## config.mk

```make
export PLATFORM = sky130hd
export DESIGN_NAME = rob_core
export DESIGN_NICKNAME = d
export VERILOG_FILES = /design/src/rtl/rob_core.sv
export SDC_FILE = /design/constraint.sdc
export NUM_CORES = 2
export LEC_CHECK = 0
export ABC_AREA = 0
export CELL_PAD_IN_SITES_DETAIL_PLACEMENT = 1
export CELL_PAD_IN_SITES_GLOBAL_PLACEMENT = 2
export CORE_AREA = 2 2 530 532
export CTS_BUF_LIST = sky130_fd_sc_hd__clkbuf_16
export CTS_CLUSTER_SIZE = 25
export DETAILED_ROUTE_END_ITERATION = 10
export DIE_AREA = 0 0 532 534
export DONT_BUFFER_PORTS = 1
export HOLD_SLACK_MARGIN = 0.1
export PLACE_DENSITY = 0.73
export SYNTH_ARGS = -nofsm -noshare
export SYNTH_HDL_FRONTEND = slang
export SYNTH_SLANG_ARGS = --single-unit
```

## constraint.sdc

```tcl
create_clock -name clk -period 12.1 [get_ports clk]
set_input_delay 2.42 -clock clk [delete_from_list [all_inputs] [get_ports clk]]
set_output_delay 2.42 -clock clk [all_outputs]
set_load 0.03 [all_outputs]
```

## src/rtl/rob_core.sv

```systemverilog
// In-order reorder buffer: single dispatch, CDB completion, single in-order commit.
// A flushing commit redirects fetch and empties the whole buffer.
module rob_core #(
  parameter int ROB_DEPTH    = 32,
  parameter int ROB_ID_WIDTH = $clog2(ROB_DEPTH),
  parameter int ARCH_WIDTH   = 5,
  parameter int PRF_WIDTH    = 6,
  parameter int HISTORY_BITS = 8
) (
  input  logic                    clk,
  input  logic                    rst,
  input  logic                    disp_valid,
  input  logic [ARCH_WIDTH-1:0]   disp_arch,
  input  logic [PRF_WIDTH-1:0]    disp_phy,
  input  logic [31:0]             disp_pc,
  input  logic                    disp_br_pred_valid,
  input  logic                    disp_br_pred,
  input  logic [HISTORY_BITS-1:0] disp_pht_index,
  output logic                    disp_ready,
  output logic [ROB_ID_WIDTH-1:0] disp_rob_id,
  input  logic                    cdb_valid,
  input  logic [ROB_ID_WIDTH-1:0] cdb_rob_id,
  input  logic                    cdb_br_taken,
  input  logic [31:0]             cdb_pc_next,
  input  logic                    cdb_br_flush,
  output logic                    commit_valid,
  output logic [ARCH_WIDTH-1:0]   commit_arch,
  output logic [PRF_WIDTH-1:0]    commit_phy,
  output logic [31:0]             commit_pc,
  output logic                    commit_br_valid,
  output logic                    commit_br_taken,
  output logic [HISTORY_BITS-1:0] commit_pht_index,
  output logic                    flush,
  output logic [31:0]             flush_pc,
  output logic                    empty
);

  logic [ROB_DEPTH-1:0]    valid_q, ready_q;
  logic [ROB_DEPTH-1:0]    br_pred_valid_q, br_pred_q, br_result_q, br_jal_flush_q;
  logic [ARCH_WIDTH-1:0]   arch_q      [ROB_DEPTH];
  logic [PRF_WIDTH-1:0]    phy_q       [ROB_DEPTH];
  logic [31:0]             pc_q        [ROB_DEPTH];
  logic [31:0]             pc_next_q   [ROB_DEPTH];
  logic [HISTORY_BITS-1:0] pht_index_q [ROB_DEPTH];

  logic [ROB_ID_WIDTH:0]   head_q, tail_q;
  logic [ROB_ID_WIDTH-1:0] head_idx, tail_idx;
  logic                    full, disp_fire, cdb_fire;
  logic                    unused_br_pred;

  assign head_idx = head_q[ROB_ID_WIDTH-1:0];
  assign tail_idx = tail_q[ROB_ID_WIDTH-1:0];

  assign empty = (head_q == tail_q);
  assign full  = (head_idx == tail_idx) && (head_q[ROB_ID_WIDTH] != tail_q[ROB_ID_WIDTH]);

  assign disp_ready  = !full;
  assign disp_rob_id = tail_idx;

  assign commit_valid     = valid_q[head_idx] && ready_q[head_idx];
  assign commit_arch      = arch_q[head_idx];
  assign commit_phy       = phy_q[head_idx];
  assign commit_pc        = pc_q[head_idx];
  assign commit_br_valid  = br_pred_valid_q[head_idx];
  assign commit_br_taken  = br_result_q[head_idx];
  assign commit_pht_index = pht_index_q[head_idx];

  assign flush    = commit_valid && br_jal_flush_q[head_idx];
  assign flush_pc = flush ? pc_next_q[head_idx] : '0;

  // A flushing commit discards any same-cycle dispatch or completion.
  assign disp_fire = disp_valid && !full && !flush;
  assign cdb_fire  = cdb_valid && valid_q[cdb_rob_id] && !flush;

  // Predicted direction is stored with the entry but not consumed at commit.
  assign unused_br_pred = ^br_pred_q;

  always_ff @(posedge clk or posedge rst) begin
    if (rst) begin
      valid_q <= '0;
      ready_q <= '0;
      head_q  <= '0;
      tail_q  <= '0;
    end else if (flush) begin
      valid_q <= '0;
      ready_q <= '0;
      head_q  <= '0;
      tail_q  <= '0;
    end else begin
      if (commit_valid) begin
        valid_q[head_idx] <= 1'b0;
        head_q            <= head_q + 1'b1;
      end
      if (disp_fire) begin
        valid_q[tail_idx] <= 1'b1;
        ready_q[tail_idx] <= 1'b0;
        tail_q            <= tail_q + 1'b1;
      end
      if (cdb_fire) begin
        ready_q[cdb_rob_id] <= 1'b1;
      end
    end
  end

  // Payload fields need no reset: they are only observed behind valid && ready.
  always_ff @(posedge clk) begin
    if (disp_fire) begin
      arch_q[tail_idx]          <= disp_arch;
      phy_q[tail_idx]           <= disp_phy;
      pc_q[tail_idx]            <= disp_pc;
      pht_index_q[tail_idx]     <= disp_pht_index;
      br_pred_valid_q[tail_idx] <= disp_br_pred_valid;
      br_pred_q[tail_idx]       <= disp_br_pred;
      br_result_q[tail_idx]     <= 1'b0;
      br_jal_flush_q[tail_idx]  <= 1'b0;
    end
    if (cdb_fire) begin
      br_result_q[cdb_rob_id]    <= cdb_br_taken;
      pc_next_q[cdb_rob_id]      <= cdb_pc_next;
      br_jal_flush_q[cdb_rob_id] <= cdb_br_flush;
    end
  end

endmodule

```

### Yosys cells after proc, flatten, opt, wreduce, memory -nomap -nowiden

Memories as Yosys holds them, arrays and structs flattened.
Cells that the tools add are included.

| word-level totals | value |
|---|---|
| logic and storage cells | 87 |
| memories kept | 5 |
| register bits | 172 |
| RAM bits | 2656 |

Memories:

| name | depth | width | rd ports | clocked after memory_dff | write ports | RTL line | RTL |
|---|---|---|---|---|---|---|---|
| pc_next_q | 32 | 32 | 1 | 0 | 1 | 43 | `logic [31:0] pc_next_q [ROB_DEPTH];` |
| pc_q | 32 | 32 | 1 | 0 | 1 | 42 | `logic [31:0] pc_q [ROB_DEPTH];` |
| pht_index_q | 32 | 8 | 1 | 0 | 1 | 44 | `logic [HISTORY_BITS-1:0] pht_index_q [ROB_DEPTH];` |
| phy_q | 32 | 6 | 1 | 0 | 1 | 41 | `logic [PRF_WIDTH-1:0] phy_q [ROB_DEPTH];` |
| arch_q | 32 | 5 | 1 | 0 | 1 | 40 | `logic [ARCH_WIDTH-1:0] arch_q [ROB_DEPTH];` |

| operators by class | value |
|---|---|
| mux-type cells | 42 |
| reductions and logical operators | 14 |
| bitwise logic cells | 8 |
| eq/ne operators | 3 |
| add/subtract/negate cells | 2 |
| $lt $le $gt $ge | 6 |

Operator list:

| operator | number |
|---|---|
| $mux W32 | 13 |
| $and A32 B32 Y32 | 4 |
| $bwmux W32 | 3 |
| $not A32 Y32 | 2 |
| $or A32 B32 Y32 | 2 |
| $bmux W1 S5 | 6 |
| $mux W6 | 4 |
| $lt A5 B6 Y1 const B | 3 |
| $demux W1 S5 | 3 |
| $ge A5 B1 Y1 const B | 3 |
| $mux W1 | 13 |
| $add A6 B1 Y6 const B | 2 |
| $logic_and A1 B1 Y1 | 10 |
| $eq A6 B6 Y1 | 1 |
| $eq A5 B5 Y1 | 1 |
| $reduce_bool A2 Y1 | 2 |
| $logic_not A1 Y1 | 2 |
| $ne A1 B1 Y1 | 1 |

### Depth between registers and ports, before layout

| depth | value |
|---|---|
| word-level depth | 11 |
| gate-level depth with buffers | 15 |

### Least setup slack after synthesis

No wires, ideal clock.

| path | value |
|---|---|
| kind | input -> register |
| start | input port disp_valid |
| end | memory arch_q[15][0] (enable) |
| required time | 11.638 ns |
| data arrival time | 5.413 ns |
| slack | 6.225 ns |
| path buffers | 1 |
| setup time | 0.462 ns |
| cell stages on the path | 5 |
| cells stage by stage | a21boi_1 -> and2_1 -> clkbuf_1 -> nand2_1 -> nor2_1 |

| on the way | value |
|---|---|
| longest elaborated chain between the ends | 4 |

RTL lines:

| element | RTL line | RTL |
|---|---|---|
| start, declared | 12 | `input logic disp_valid,` |
| $logic_and A1 B1 Y1 (2 in series) | 72 | `assign disp_fire = disp_valid && !full && !flush;` |
| $mux W1 | 107 | `if (disp_fire) begin` |
| $mux W1 (not written as such) | 108 | `arch_q[tail_idx] <= disp_arch;` |
| end, declared | 40 |  |

No other way between the ends.

### Worst setup path after layout

| path | value |
|---|---|
| start | register head_q[0] |
| end | output port flush_pc[17] |

| on the way | value |
|---|---|
| longest elaborated chain between the ends | 5 |
| elaborated cells on any way between the ends | 10 |
| classes of those cells | mux: 7; reduce/logical: 2; memory: 1 |

RTL lines:

| element | RTL line | RTL |
|---|---|---|
| start, declared | 46 | `logic [ROB_ID_WIDTH:0] head_q, tail_q;` |
| start signal, assigned | 92 | `head_q <= head_q + 1'b1;` |
| $bmux W1 S5 | 60 | `assign commit_valid = valid_q[head_idx] && ready_q[head_idx];` |
| $mux W1 (not written as such) | 60 |  |
| $logic_and A1 B1 Y1 (*) | 60 |  |
| named net commit_valid | 26 | `output logic commit_valid,` |
| $logic_and A1 B1 Y1 (*) | 68 | `assign flush = commit_valid && br_jal_flush_q[head_idx];` |
| $mux W32 (*) | 69 | `assign flush_pc = flush ? pc_next_q[head_idx] : '0;` |
| end, declared | 34 | `output logic [31:0] flush_pc,` |

The timed path passes the listed nets; every way through them passes the cells marked *. The select of a mux whose other input is x is not followed.

==> flow_summary_export.csv <==
group,metric,value,unit
place,dp_hpwl,151000,um
cells_and_area,mostFrequentLayoutCells,"edfxtp_1, mux4_2, clkbuf_16, a22oi_1, o22ai_1",
timing,rsz0062_at_grt,"false",
synthesis,synth_ff_type,"edfxtp_1",
cells_and_area,layoutNonFillerInstCount,9023,
synthesis,syn_area,108000,sq um
worst_setup_path,r2r-start,"head_q[0]",
timing,finalSetupViolations,0,
die,io_pins,190,
hold_path,hp-class,"reg2reg",
grt,grt_pass1_wl,428000,um
worst_setup_path,crit_fanout,56,
cells_and_area,mostFrequentLayoutCell,"edfxtp_1",
die,start_util,0.388,
clocking,cts_buffer_depth,4,
pwr,vdd_drop_max,0.000163,V
cells_and_area,drive_above_1_share,0.258,
timing,relSlewSlack,0.160,
timing,final_hold_viol_count,0,
worst_setup_path,cp-start-kind,"flop",
cells_and_area,fin_util,0.439,
synthesis,async_reset_ff_frac,0.0269,
cells_and_area,multi_input_area,22800,sq um
clocking,post_cts_buffers,0,
status,status,"finished clean",
clocking,cts_root_buf,"clkbuf_16",
die,die_x,532,um
synthesis,synth_nets,5037,
grt,grt_max_degree,160,
drt,wire_per_inst,33.5,um
synthesis,synth.avg_cell_area,21.9,sq um
drt,dr_total_vias,53700,
die,core_region_area,278000,sq um
clocking,cts_buffers,302,
grt,grt-ovfl-total,0,
worst_setup_path,path_class,"reg2out",
synthesis,ys_seq_elements,2828,
drt,drc,0,
timing,tightest_slew,1.26,ns
drt,drtIter0Drc,6323,
worst_setup_path,critical_path.endpoint_type,"output port",
clocking,clk_pin_slew,0.06,ns
synthesis,synth_cell_types,59,
drt,drt.antenna.violating_nets,0,
place,routabilityCongestion,0.784,
drt,vias_per_cell,5.95,
clocking,holdBufCountCts,0,
die,die-area,284000,sq um
timing,fmaxAchievable,111,MHz
die,rows,194,
hold_path,holdCritStartpoint,"br_jal_flush_q[9]",
place,dpl-instance-area,113000,sq um
synthesis,synth-edff-count,2688,
pwr,powerDensity,213,nW/um^2
cells_and_area,regArea,83900,sq um
synthesis,postSynthCellCount,4933,
worst_setup_path,worstPathRequired,9.68,ns
timing,fin_skew,0.0796,ns
pwr,p_leak,37.6,nW
clocking,post_cts_resize_count,0,
synthesis,ys_seq_area_frac,0.777,
cells_and_area,fin_nets,5162,
worst_setup_path,slowest_delay,1.12,ns
timing,setup-tns-final,0,ns
clocking,cts_max_level,5,
cells_and_area,fillers,25500,
place,place_inst,8478,
timing,period_needed,9.01,ns
clocking,cts.sinks,2828,
worst_setup_path,slowest_stage,"dfrtp_4",
run,drv_cap,0,
die,die_y,534,um
worst_setup_path,path_cells,"buf_4, mux2i_1, o22ai_1, nor4_1, a22o_1, inv_4, nand2_4, buf_4, nor2_1",
timing,finalCritPeriodShare,0.745,
cells_and_area,syn2layout_area_growth,13.1,%
worst_setup_path,crit_start,"head_q[0]",
clocking,cts_tree,"yes",
drt,firstDrtPassIters,5,
clocking,clock_latency,0.91,ns
drt,wirelength,302000,um
grt,antenna_found_initial,5,
synthesis,yosys_warnings,0,
worst_setup_path,cp.arrival,6.59,ns
cells_and_area,fin_area,122000,sq um
grt,grt_use_total,0.210,
place,portBuffers,0,
worst_setup_path,cp_common_cell,"buf_4",
timing,drv_slew,0,
grt,grt_pass1_vias,56000,
[sequential cells by signal (all words and copies together), names as in the netlist]
signal / cells
arch_q: 160
br_jal_flush_q: 32
br_pred_valid_q: 32
br_result_q: 32
head_q: 6
pc_next_q: 1024
pc_q: 1024
pht_index_q: 256
phy_q: 192
ready_q: 32
tail_q: 6
valid_q: 32
[per-stage QoR]
step | power [mW] | setup slack, ns | hold slack (ns)
after global placement | 17.2 | 4.03 | 0.453
after floorplan | 15.7 | 6.23 | 0.443
after global routing | 26.9 | 2.75 | 0.488
after detailed placement | 17.3 | 3.96 | 0.463
after CTS | 26.3 | 3.02 | 0.472
final | 26.0 | 3.09 | 0.472
[synth_stat cells (all sizes together) (20+ instances only)]
cell type | instances | share of area
clkbuf | 152 | 0.0053
o21ai | 115 | 0.0053
nand3 | 76 | 0.0038
o22ai | 155 | 0.0090
nand4 | 54 | 0.0031
edfxtp | 2688 | 0.75
dfrtp | 76 | 0.018
mux2i | 67 | 0.0062
dfxtp | 64 | 0.012
buf | 157 | 0.0088
or4 | 35 | 0.0024
inv | 20 | 0.00072
a22oi | 213 | 0.015
a31o | 44 | 0.0036
nor2 | 110 | 0.0039
nand2 | 65 | 0.0023
mux2 | 25 | 0.0026
mux4 | 681 | 0.14
[routing by layer]
metal,GRT usage,share of wire
met1,0.291,0.41
met2,0.337,0.48
met3,0.0440,0.081
met4,0.0584,0.028
met5,0,0
[critical path: cells and delay by family, from the launching register on]
kind / cells / cell delay [ns]
compound gates: 2 / 0.84
buf+inv: 3 / 1.83
mux: 1 / 0.48
flops: 1 / 1.12
simple gates: 3 / 1.19
[cells by family after synthesis]
kind of cell / share of synthesized area
compound gates: 0.0344
xor+xnor: 0.000973
fa+ha+maj: 0.000927
buf+inv: 0.0148
flops: 0.777
mux: 0.151
simple gates: 0.0214
[report_power, final]
part / leakage [nW] / switching, mW / internal (mW)
registers: 25.7 / 0.296 / 11.3
clock network: 4.91 / 3.89 / 5.13
logic: 7.00 / 3.25 / 2.21
total: 37.6 / 7.43 / 18.6
[path summary, 6_finish.rpt]
check	slack (ns)	end	depth (start not counted)
worst max-delay path	3.09	flush_pc[17]	9
worst min-delay path	0.47	br_jal_flush_q[9]	2
worst max register to register	4.45	pc_q[29][29]	11
worst min register to register	0.47	br_jal_flush_q[9]	2
max in group asynchronous	9.33	valid_q[29]	2
min in group asynchronous	1.59	ready_q[12]	1
[layout make-up]
type | count | share of cell area
Clock buffer | 305 | 0.0625
Inverter | 20 | 0.000686
Sequential cell | 2828 | 0.687
Clock inverter | 237 | 0.0161
Tap cell | 3724 | 0.0381
Antenna cell | 3 | 0.0000615
Multi-Input combinational cell | 1776 | 0.187
Timing Repair Buffer | 130 | 0.00850
Power figures use the tool's default switching activity.
